## config.mk

```make
export PLATFORM = sky130hd
export DESIGN_NAME = gon_bus
export DESIGN_NICKNAME = d
export VERILOG_FILES = /design/src/rtl/gon_pkg.sv /design/src/rtl/gon_id_chain.sv /design/src/rtl/gon_bus.sv
export SDC_FILE = /design/constraint.sdc
export NUM_CORES = 1
export LEC_CHECK = 0
export BUFFER_PORTS_ARGS = -buffer_cell sky130_fd_sc_hd__buf_2
export CAP_MARGIN = 15
export CORE_AREA = 2 2 205 207
export DETAILED_ROUTE_END_ITERATION = 7
export DIE_AREA = 0 0 207 209
export GPL_TIMING_DRIVEN = 0
export SLEW_MARGIN = 15
export SYNTH_ARGS = -nofsm -noshare
export SYNTH_HDL_FRONTEND = slang
export SYNTH_SLANG_ARGS = --single-unit
```

## constraint.sdc

```tcl
create_clock -name clk -period 3.2 [get_ports clk]
set_input_delay 0.48 -clock clk [delete_from_list [all_inputs] [get_ports clk]]
set_output_delay 0.48 -clock clk [all_outputs]
set_load 0.03 [all_outputs]
```

## src/rtl/gon_pkg.sv

```systemverilog
// Shared default widths and sizes for the global output network buses.
package gon_pkg;
    localparam int ROW_LEN   = 4;
    localparam int COL_LEN   = 5;
    localparam int VALUE_LEN = 32;
    localparam int XBUS_NUMS = 12;
    localparam int PE_NUMS   = 14;

    // Width of a slave-side tag: {ready, id_field, sub_field}.
    function automatic int gon_tag_width(input int id_len, input int sub_len);
        return id_len + sub_len + 1;
    endfunction
endpackage

```

## src/rtl/gon_id_chain.sv

```systemverilog
// Scan-loaded per-master ID registers and their comparators against the tag's id field.
module gon_id_chain #(
    parameter int MASTER_NUMS = 14,
    parameter int ID_LEN      = 5
) (
    input  logic                   clk,
    input  logic                   rst,
    input  logic                   set_id,
    input  logic [ID_LEN-1:0]      id_scan_in,
    input  logic [ID_LEN-1:0]      id_field,
    output logic [ID_LEN-1:0]      id_scan_out,
    output logic [MASTER_NUMS-1:0] match
);
    logic [ID_LEN-1:0] id_q [MASTER_NUMS];
    logic [ID_LEN-1:0] id_d [MASTER_NUMS];

    generate
        for (genvar gi = 0; gi < MASTER_NUMS; gi++) begin : g_id
            if (gi == 0) begin : g_head
                assign id_d[gi] = set_id ? id_scan_in : id_q[gi];
            end else begin : g_body
                assign id_d[gi] = set_id ? id_q[gi-1] : id_q[gi];
            end

            always_ff @(posedge clk) begin
                if (rst) begin
                    id_q[gi] <= '0;
                end else begin
                    id_q[gi] <= id_d[gi];
                end
            end

            assign match[gi] = (id_q[gi] == id_field);
        end
    endgenerate

    assign id_scan_out = id_q[MASTER_NUMS-1];
endmodule

```

## src/rtl/gon_bus.sv

```systemverilog
// One GON bus level: tag-matched ready fan-out to masters and lowest-index response gather.
module gon_bus
    import gon_pkg::*;
#(
    parameter int MASTER_NUMS = gon_pkg::PE_NUMS,
    parameter int ID_LEN      = gon_pkg::COL_LEN,
    parameter int SUB_LEN     = 0,
    parameter int VALUE_LEN   = gon_pkg::VALUE_LEN,
    parameter int MA_Y        = 0
) (
    input  logic                                  clk,
    input  logic                                  rst,
    input  logic [ID_LEN+SUB_LEN:0]               ready_tag,
    output logic [VALUE_LEN:0]                    enable_value,
    output logic [MASTER_NUMS-1:0][SUB_LEN:0]     master_ready_tag,
    input  logic [MASTER_NUMS-1:0][VALUE_LEN:0]   master_enable_data,
    input  logic                                  set_id,
    input  logic [ID_LEN-1:0]                     id_scan_in,
    output logic [ID_LEN-1:0]                     id_scan_out
);
    localparam int TAG_W = gon_tag_width(ID_LEN, SUB_LEN);

    logic                   ready;
    logic [ID_LEN-1:0]      id_field;
    logic [MASTER_NUMS-1:0] match;

    assign ready    = ready_tag[TAG_W-1];
    assign id_field = ready_tag[SUB_LEN +: ID_LEN];

    gon_id_chain #(
        .MASTER_NUMS (MASTER_NUMS),
        .ID_LEN      (ID_LEN)
    ) u_id_chain (
        .clk         (clk),
        .rst         (rst),
        .set_id      (set_id),
        .id_scan_in  (id_scan_in),
        .id_field    (id_field),
        .id_scan_out (id_scan_out),
        .match       (match)
    );

    // The sub field reaches every master unconditionally; only ready is gated by the match.
    generate
        for (genvar gi = 0; gi < MASTER_NUMS; gi++) begin : g_fanout
            if (SUB_LEN > 0) begin : g_sub
                assign master_ready_tag[gi] = {ready & match[gi], ready_tag[SUB_LEN-1:0]};
            end else begin : g_nosub
                assign master_ready_tag[gi] = ready & match[gi];
            end
        end
    endgenerate

    // Scanning from the top down lets the lowest matching index win on multicast.
    always_comb begin
        enable_value = '0;
        for (int i = MASTER_NUMS - 1; i >= 0; i--) begin
            if (ready && match[i]) begin
                enable_value = master_enable_data[i];
            end
        end
    end
endmodule

```

---- Yosys cells after proc, flatten, opt, wreduce, memory -nomap -nowiden ----
Memory sizes are Yosys's and may differ from the RTL's.
Index checks and enable logic that the tools add are counted.
cells by class
  bitwise operators ....................... 28
  reduce and logical (&&, ||, !) cells .... 14
  equal/unequal tests ..................... 14
  mux-type cells .......................... 45
operator list
  cell                 number
  33-bit two-way mux   14
  5-bit two-way mux    28
  5-bit equality test  14
  1-bit AND            14
  1-bit logical AND    14
  1-bit bitwise OR     14
  1-bit two-way mux    3
storage, ports and cells
  flip-flop bits (word level) ............. 0
  memories kept ........................... 1
  bits of input ports ..................... 476
  memory bits (writable) .................. 70
  output and inout bits ................... 52
memory list
  name             depth  width  read ports  clocked after memory_dff  wr ports  line                text
  u_id_chain.id_q  14     5      14          0                         14        gon_id_chain.sv:14  logic [ID_LEN-1:0] id_q [MASTER_NUMS];

---- Depth between registers and ports, before layout ----
Gate-level depths: netlist (run 1).
  depth after elaboration ................. 16
  gate-level depth with buffers ........... 11
  depth with buffers taken out ............ 7

---- Hierarchy ----
A second synthesis (run 1) with hierarchy kept.
unflattened totals
  cells, all modules ...................... 853
  area total of the unflattened synthesis .. 7254.5 um2
by module, submodules not included
  module        sequential area each (um2)  instances  area each (um2)  cells an instance
  gon_bus       0.0                         1          3837.4           514
  gon_id_chain  1401.3                      1          3417.0           339

---- Least setup slack after synthesis (run 1) ----
Ideal clock, no wire load.
  kind .................................... input-to-output
  from .................................... input ready_tag[0]
  to ...................................... output enable_value[23]
  setup slack ............................. 207 ps
  arrival time ............................ 2513 ps
  stages on the path ...................... 9
  required time ........................... 2720 ps
  cell sequence ........................... buf_2 buf_6 xnor2_1 nand4_1 nor2_2 buf_2 o311a_1 o211ai_1 o211ai_1
between the ends
  cells in the longest elaborated chain, start to end .. 16
ends and longest elaborated chain
  what                              line                text
  start, declared                   gon_bus.sv:13       input logic [ID_LEN+SUB_LEN:0] ready_tag,
  5-bit equality test               gon_id_chain.sv:33  assign match[gi] = (id_q[gi] == id_field);
  1-bit logical AND                 gon_bus.sv:58       if (ready && match[i]) begin
  33-bit two-way mux (13 in a row)  gon_bus.sv:58
  33-bit two-way mux *              gon_bus.sv:58
  end, declared                     gon_bus.sv:14       output logic [VALUE_LEN:0] enable_value,
Mark *: on every way between the ends. The rest lies on a longest branch, timed or not.

---- Final worst setup path (run 1) ----
  from .................................... input ready_tag[3]
  to ...................................... output enable_value[12]
The elaborated chain is that of the path after synthesis.

==> results.cfg, run 1 <==
[setup_path]
crit_path_end_kind = primary output
critPathMaxFanout = 10
path_buf_inv = 4
critPathLaunchType = input pin
critPathSlowestCell = o211ai_1
crit_arrival_ns = 2.89
crit_family = compound AO/OA/AOI/OAI gates
cpMostUsedCell = buf_4
crit_chain = buf_12 -> buf_4 -> xor2_1 -> nor4_1 -> and3_4 -> clkbuf_8 -> a311o_1 -> a311oi_4 -> o211ai_1 -> buf_4
critPathRequiredTime_ns = 2.72
crit_type = input pin to primary output
critical_path.max_stage_delay_ns = 0.45

[detailed_routing]
first_pass_iters = 5
num_vias = 12706
viasPerCell = 5.453
post_drt_wl_per_cell_um = 27.75
drc = 0
routed_wl_um = 64650
ant_nets = 0
dr.first_iter.drc_count = 1258

[global_route]
grt.overflow.total = 0
grt_use_total_pct = 27.58
grt_pass1_vias = 12169
grt_pass1_wl_um = 86840
grt_max_degree = 13
grt_antenna_before_repair = 25

[clocking]
clkTransAtPathRegs_ns = 0.06
cts_buffers = 9
cts_tree = built
ctsHoldBuffers = 0
clk_latency_ns = 0.34
h-tree-depth = 3
cts_sinks = 70
root_buffer = clkbuf_16
cts_buffer_depth = 2

[floorplanning]
die_w_um = 207
start_util_pct = 21.38
die_h_um = 209
die_area_mm2 = 0.04326
core_area_mm2 = 0.04129
ios = 528
fp-row-count = 75

[synth]
syn-num-nets = 1612
post_synth_instance_area_mm2 = 0.008826
seq_area_frac_synth_pct = 15.88
synth_edf_count = 0
synth-main-ff-cell = dfxtp_1
yosysWarningCount = 0
avgSynthCellArea_um2 = 7.769
synthArstFlopShare_pct = 0
ys_ff_latch = 70
yosysUniqueCellTypes = 41
syn-instance-count = 1136

[pwr]
p_leak_uw = 0.007166
peakVddDrop_uv = 257.0
p_switching_uw = 1121
seqPwrFrac_pct = 28.5
power_density_mw_per_mm2 = 201.4
clkPwrFrac_pct = 29.5
power_frac_comb_pct = 42.0
sw_frac_of_total_pct = 36.09
p_int_uw = 1984

[cells_and_area]
largest_register_ffs = 70
top_register = u_id_chain.id_q
seq_area_mm2 = 0.001424
drive_above_1_share_pct = 52.62
multiInputGateArea_mm2 = 0.007886
top_regs = u_id_chain.id_q: 70 flops
area_delta_synth_final_pct = 74.65
fin_nets = 2248
nFillCells = 4234
final_cell_area_mm2 = 0.01541
final_cell_count_no_fill = 2330

[sta]
finalHoldViolCount = 0
rsz0062_at_grt = true
fmax_mhz = 296.9
fin_crit_ns = 3.368
fin_ws_ns = -0.1678
fin_crit_sh_pct = 105.2
max_slew_margin_pct = 47.05
worst_pin_slew_ns = 0.7943
setup_violations = 20
slew_violations = 0
skew_ns = 0.006188

[place]
dpl_cell_area_mm2 = 0.01210
port-buffer-count = 520
finalWeightedCongestion = 1.031
dp_hpwl_um = 51730
dp_cells = 2195

[status]
violations = negative setup slack
outcome = finished, violations left

[job]
maxCapViolCount = 0

[worst_hold_path]
hp-class = input pin to flop
## worst reg2reg max path, stage by stage (launching register included)
cell and delay [ns]:
dfxtp_1 0.47, mux2i_1 0.13, nor2_1 0.13
## placed cells by master, fill, tap and decap left out, drive strengths merged, types with 30 or more instances in the layout
| cell type | netlist | layout |
|---|---|---|
| xnor2 | 30 | 30 |
| a311o | 33 | 33 |
| mux2i | 103 | 103 |
| o22a | 33 | 33 |
| dfxtp | 70 | 70 |
| nor3 | 41 | 41 |
| a31oi | 33 | 33 |
| o311a | 33 | 33 |
| and2 | 71 | 71 |
| or3 | 33 | 33 |
| a311oi | 33 | 33 |
| o211ai | 67 | 67 |
| clkbuf | 86 | 76 |
| xor2 | 40 | 40 |
| o21ai | 33 | 33 |
| mux2 | 33 | 33 |
| buf | 59 | 703 |
| nor2 | 97 | 97 |
| nand3 | 63 | 63 |
| and3 | 68 | 68 |
| o2111ai | 33 | 33 |
## layer usage
layer | vias up | global-route usage (%) | wire [um] | share of wire (%)
met4 | 12 | 11.77 | 3330 | 5.2
met3 | 145 | 5.350 | 5110 | 7.9
li1 | 5657 | - | - | -
met1 | 6129 | 34.34 | 25570 | 40
met2 | 763 | 46.36 | 30560 | 47
met5 | - | 0 | 76 | 0.12
## layout make-up
class | instances | share of cell area (%)
multi-input combinational | 903 | 51.16
timing repair buffer | 638 | 25.23
sequential | 70 | 9.237
buffer | 132 | 7.443
tap | 539 | 4.375
clock buffer | 10 | 1.485
inverter | 18 | 0.5925
clock inverter | 6 | 0.2516
antenna | 14 | 0.2273
## power groups by stage
stage	logic [uW]	clock network, uW	registers, uW
floorplan	456	0	904
global placement	1020	0	906
detailed placement	1030	0	906
CTS	1190	917	887
global route	1350	948	885
finish	1300	915	885
## worst paths after layout
check	start	end	slack, ns	depth (start not counted)
worst max-delay path	ready_tag[3]	enable_value[12]	-0.17	10
worst min-delay path	id_scan_in[4]	u_id_chain.id_q[0][4]	0.38	3
worst max register to register	u_id_chain.id_q[2][8]	u_id_chain.id_q[3][3]	2.40	2
worst min register to register	u_id_chain.id_q[2][0]	u_id_chain.id_q[2][5]	0.55	2
## cell usage after synthesis (4+ instances only)
cell       number  area, um2
dfxtp_1        70       1401
nand3_1        60      300.3
xnor2_1        29      254.0
or3_1          33      206.5
buf_4           8      60.06
a311o_1        33      330.3
and3_1         68      425.4
buf_1           7      26.28
o2111ai_1      33      289.0
inv_1          15      56.30
nor4_1          4      25.02
o211ai_1       67      503.0
buf_2          28      140.1
nand2_1         5      18.77
a31oi_1        33      206.5
mux2i_1       103       1031
a311oi_1       33      289.0
nor2_1         96      360.4
o21ai_0        33      165.2
o22a_1         33      289.0
o311a_1        33      330.3
nor3_1         41      205.2
buf_6          16      180.2
nor4_2          5      62.56
and2_1         70      437.9
mux2_2         33      371.6
clkbuf_1       86      322.8
xor2_1         40      350.3
## logic make-up (layout without fill, tap and decap cells)
| family | count (synthesis) | in the layout | synth area share (%) |
|---|---|---|---|
| DFF | 70 | 70 | 15.88 |
| muxes | 136 | 136 | 15.89 |
| buffers and inverters | 163 | 804 | 9.030 |
| and+or+nand+nor | 398 | 398 | 24.77 |
| AOI/OAI and AO/OA | 299 | 299 | 27.28 |
| xor gates and xnor gates | 70 | 70 | 7.159 |
| other | 0 | 14 | 0 |
## metrics by stage
step           TNS (ns)  hold WS (ns)  total power [uW]  setup slack, ns  utilization, %
3_3_place_gp     -27.58        0.5228              1930           -1.129           29.31
2_1_floorplan         0        0.5034              1360           0.2068               -
6_report         -1.473        0.3800              3105          -0.1678           37.33
5_1_grt          -2.367        0.3959              3188          -0.2173           37.31
4_1_cts          -2.208        0.3780              2990          -0.2134           34.21
3_5_place_dp     -28.55        0.5336              1936           -1.131           29.31
## what timing repair did
item,CTS,global route
pin swaps,79,119
buffers inserted,56,52
cloned,7,5
setup endpoints to repair,35,33
gates resized for setup,265,224
Power figures use the tool's default switching activity.
==> run 2: changes to the inputs <==
--- a/config.mk
+++ b/config.mk
@@ -12,5 +12,5 @@
 export DIE_AREA = 0 0 207 209
 export GPL_TIMING_DRIVEN = 0
-export SLEW_MARGIN = 15
+export SLEW_MARGIN = 20
 export SYNTH_ARGS = -nofsm -noshare
 export SYNTH_HDL_FRONTEND = slang
==> constraint.sdc (replaced) <==
create_clock -name clk -period 3.2 [get_ports clk]
set_input_delay 0.16 -clock clk [delete_from_list [all_inputs] [get_ports clk]]
set_output_delay 0.16 -clock clk [all_outputs]
set_load 0.03 [all_outputs]
==> run 2 against run 1 <==
  * The flow now finishes without violations
  * First-iteration DRC count increased by 3.2%
  * Final cell count down 3.8%
  * Fmax is 5.7% higher
  * Flip-flop and latch count unchanged
  * Global-route usage decreased by 0.94 points
  * Total power shrank 6.8%
==> results.cfg, run 2 (same netlist as run 1, synthesis figures left out) <==
[status]
outcome = finished clean

[detailed_routing]
route.met3.wl_um = 4049
top_layer_used = met5
ant_nets = 0
first_pass_iters = 5
num_vias = 12102
drc = 0
wl_met1_um = 25040
post_drt_wl_per_cell_um = 27.23
viasPerCell = 5.398
routed_wl_um = 61050
dr.first_iter.drc_count = 1298
wl_met2_um = 29660

[cells_and_area]
area_delta_synth_final_pct = 47.45
post-route-util_pct = 31.52
final_cell_area_mm2 = 0.01301
final_cell_count_no_fill = 2242
layout_common_cells = buf_2, mux2i_1, nor2_1
seq_area_mm2 = 0.001403
drive_above_1_share_pct = 43.05
final_common_cell = buf_2
top_register = u_id_chain.id_q
fin_nets = 2162
multiInputGateArea_mm2 = 0.007023
nFillCells = 4528
top_regs = u_id_chain.id_q: 70 flops
largest_register_ffs = 70

[place]
dpl_cell_area_mm2 = 0.01210
dp_cells = 2195
finalWeightedCongestion = 1.031
preCtsSetupSlack_ns = -0.4912
port-buffer-count = 520
dp_hpwl_um = 51730

[sta]
fin_crit_ns = 3.186
fmax_mhz = 313.8
setup_violations = 0
slew_violations = 0
fin_ws_ns = 0.01354
rsz0062_at_grt = true
finalHoldViolCount = 0
worst_pin_slew_ns = 0.8983
holdWs_ns = 0.06631
fin_crit_sh_pct = 99.58
skew_ns = 0.009622
max_slew_margin_pct = 40.11

[global_route]
grt_pass1_wl_um = 83900
grt_max_degree = 13
grt_use_total_pct = 26.64
grt.overflow.total = 0
grt_antenna_before_repair = 24
grt_pass1_vias = 11885

[clocking]
ctsHoldBuffers = 0
root_buffer = clkbuf_16
cts_tree = built
h-tree-depth = 3
clk_latency_ns = 0.34
clkTransAtPathRegs_ns = 0.06
cts_sinks = 70
cts_buffers = 9
cts_buffer_depth = 2

[setup_path]
crit_arrival_ns = 3.03
critPathMaxFanout = 10
crit_type = input pin to primary output
critPathLaunchType = input pin
critPathRequiredTime_ns = 3.04
crit_path_end_kind = primary output
startpoint = ready_tag[5]
timing.rr.start = u_id_chain.id_q[4][3]

[pwr]
power_frac_comb_pct = 37.8
peakVddDrop_uv = 254.0
p_int_uw = 1847
sw_frac_of_total_pct = 36.15
power_density_mw_per_mm2 = 222.3
p_switching_uw = 1046
seqPwrFrac_pct = 30.7
clkPwrFrac_pct = 31.6
p_leak_uw = 0.006204

[floorplanning]
die_w_um = 207
die_area_mm2 = 0.04326
die_h_um = 209
ios = 528
start_util_pct = 21.38
fp-row-count = 75
core_area_mm2 = 0.04129

[worst_hold_path]
hp-class = input pin to flop
hp-start = id_scan_in[3]

[job]
maxCapViolCount = 0
==> run 2: cell types whose count changed in the layout (fill, tap and decap cells not counted), sizes merged <==
cell | previous run | this run
diode | 14 | 12
buf | 703 | 595
inv | 15 | 17
clkdlybuf4s15 | 1 | 0
clkbuf | 76 | 99
clkinv | 6 | 4
==> run 2: repair_timing <==
action	CTS	global route
setup buffers	15	7
pin swaps	9	7
gates resized for setup	63	42
cloned	0	0
setup endpoints to repair	33	16
==> run 2: path summary, 6_finish.rpt <==
kind	to	slack (ns)	cells after the start
worst max-delay path	enable_value[24]	0.01	10
worst min register to register	u_id_chain.id_q[2][5]	0.55	2
worst min-delay path	u_id_chain.id_q[0][3]	0.07	3
worst max register to register	u_id_chain.id_q[4][3]	2.50	2
==> run 2: layout make-up <==
cell class | instances | area share, %
well taps | 539 | 5.182
plain buffers | 142 | 5.932
diodes | 12 | 0.2307
repair buffers | 542 | 21.31
clock buffers | 10 | 1.759
inverters | 18 | 0.5480
clock inverters | 6 | 0.2980
flip-flops and latches | 70 | 10.78
multi-input cells | 903 | 53.97
==> run 2: worst max-delay path: stages <==
cell and delay, ns:
buf_2 0.15, buf_2 0.32, buf_2 0.38, nand2_1 0.24
clkbuf_1 0.30, o2111ai_1 0.46, a31oi_1 0.16, a311oi_1 0.46
o211ai_1 0.16, buf_2 0.22
==> run 2: stage by stage <==
stage,setup TNS [ns],power [uW]
after detailed placement,-7.026,1936
after global placement,-6.251,1930
after global routing,-0.08611,2990
final,0,2893
after CTS,0,2876
after floorplan,0,1360
==> run 2: power by group through the flow <==
stage               logic [uW]  registers (uW)  clock network, uW
floorplan                  456             904                  0
global placement          1020             906                  0
detailed placement        1030             906                  0
CTS                       1070             887                917
global route              1150             887                957
finish                    1090             887                913
==> run 2: layer usage <==
metal | global-route usage, % | up-vias
li1 | - | 5473
met1 | 33.13 | 5893
met2 | 46.15 | 618
met3 | 4.734 | 104
met4 | 9.212 | 14
met5 | 0 | -
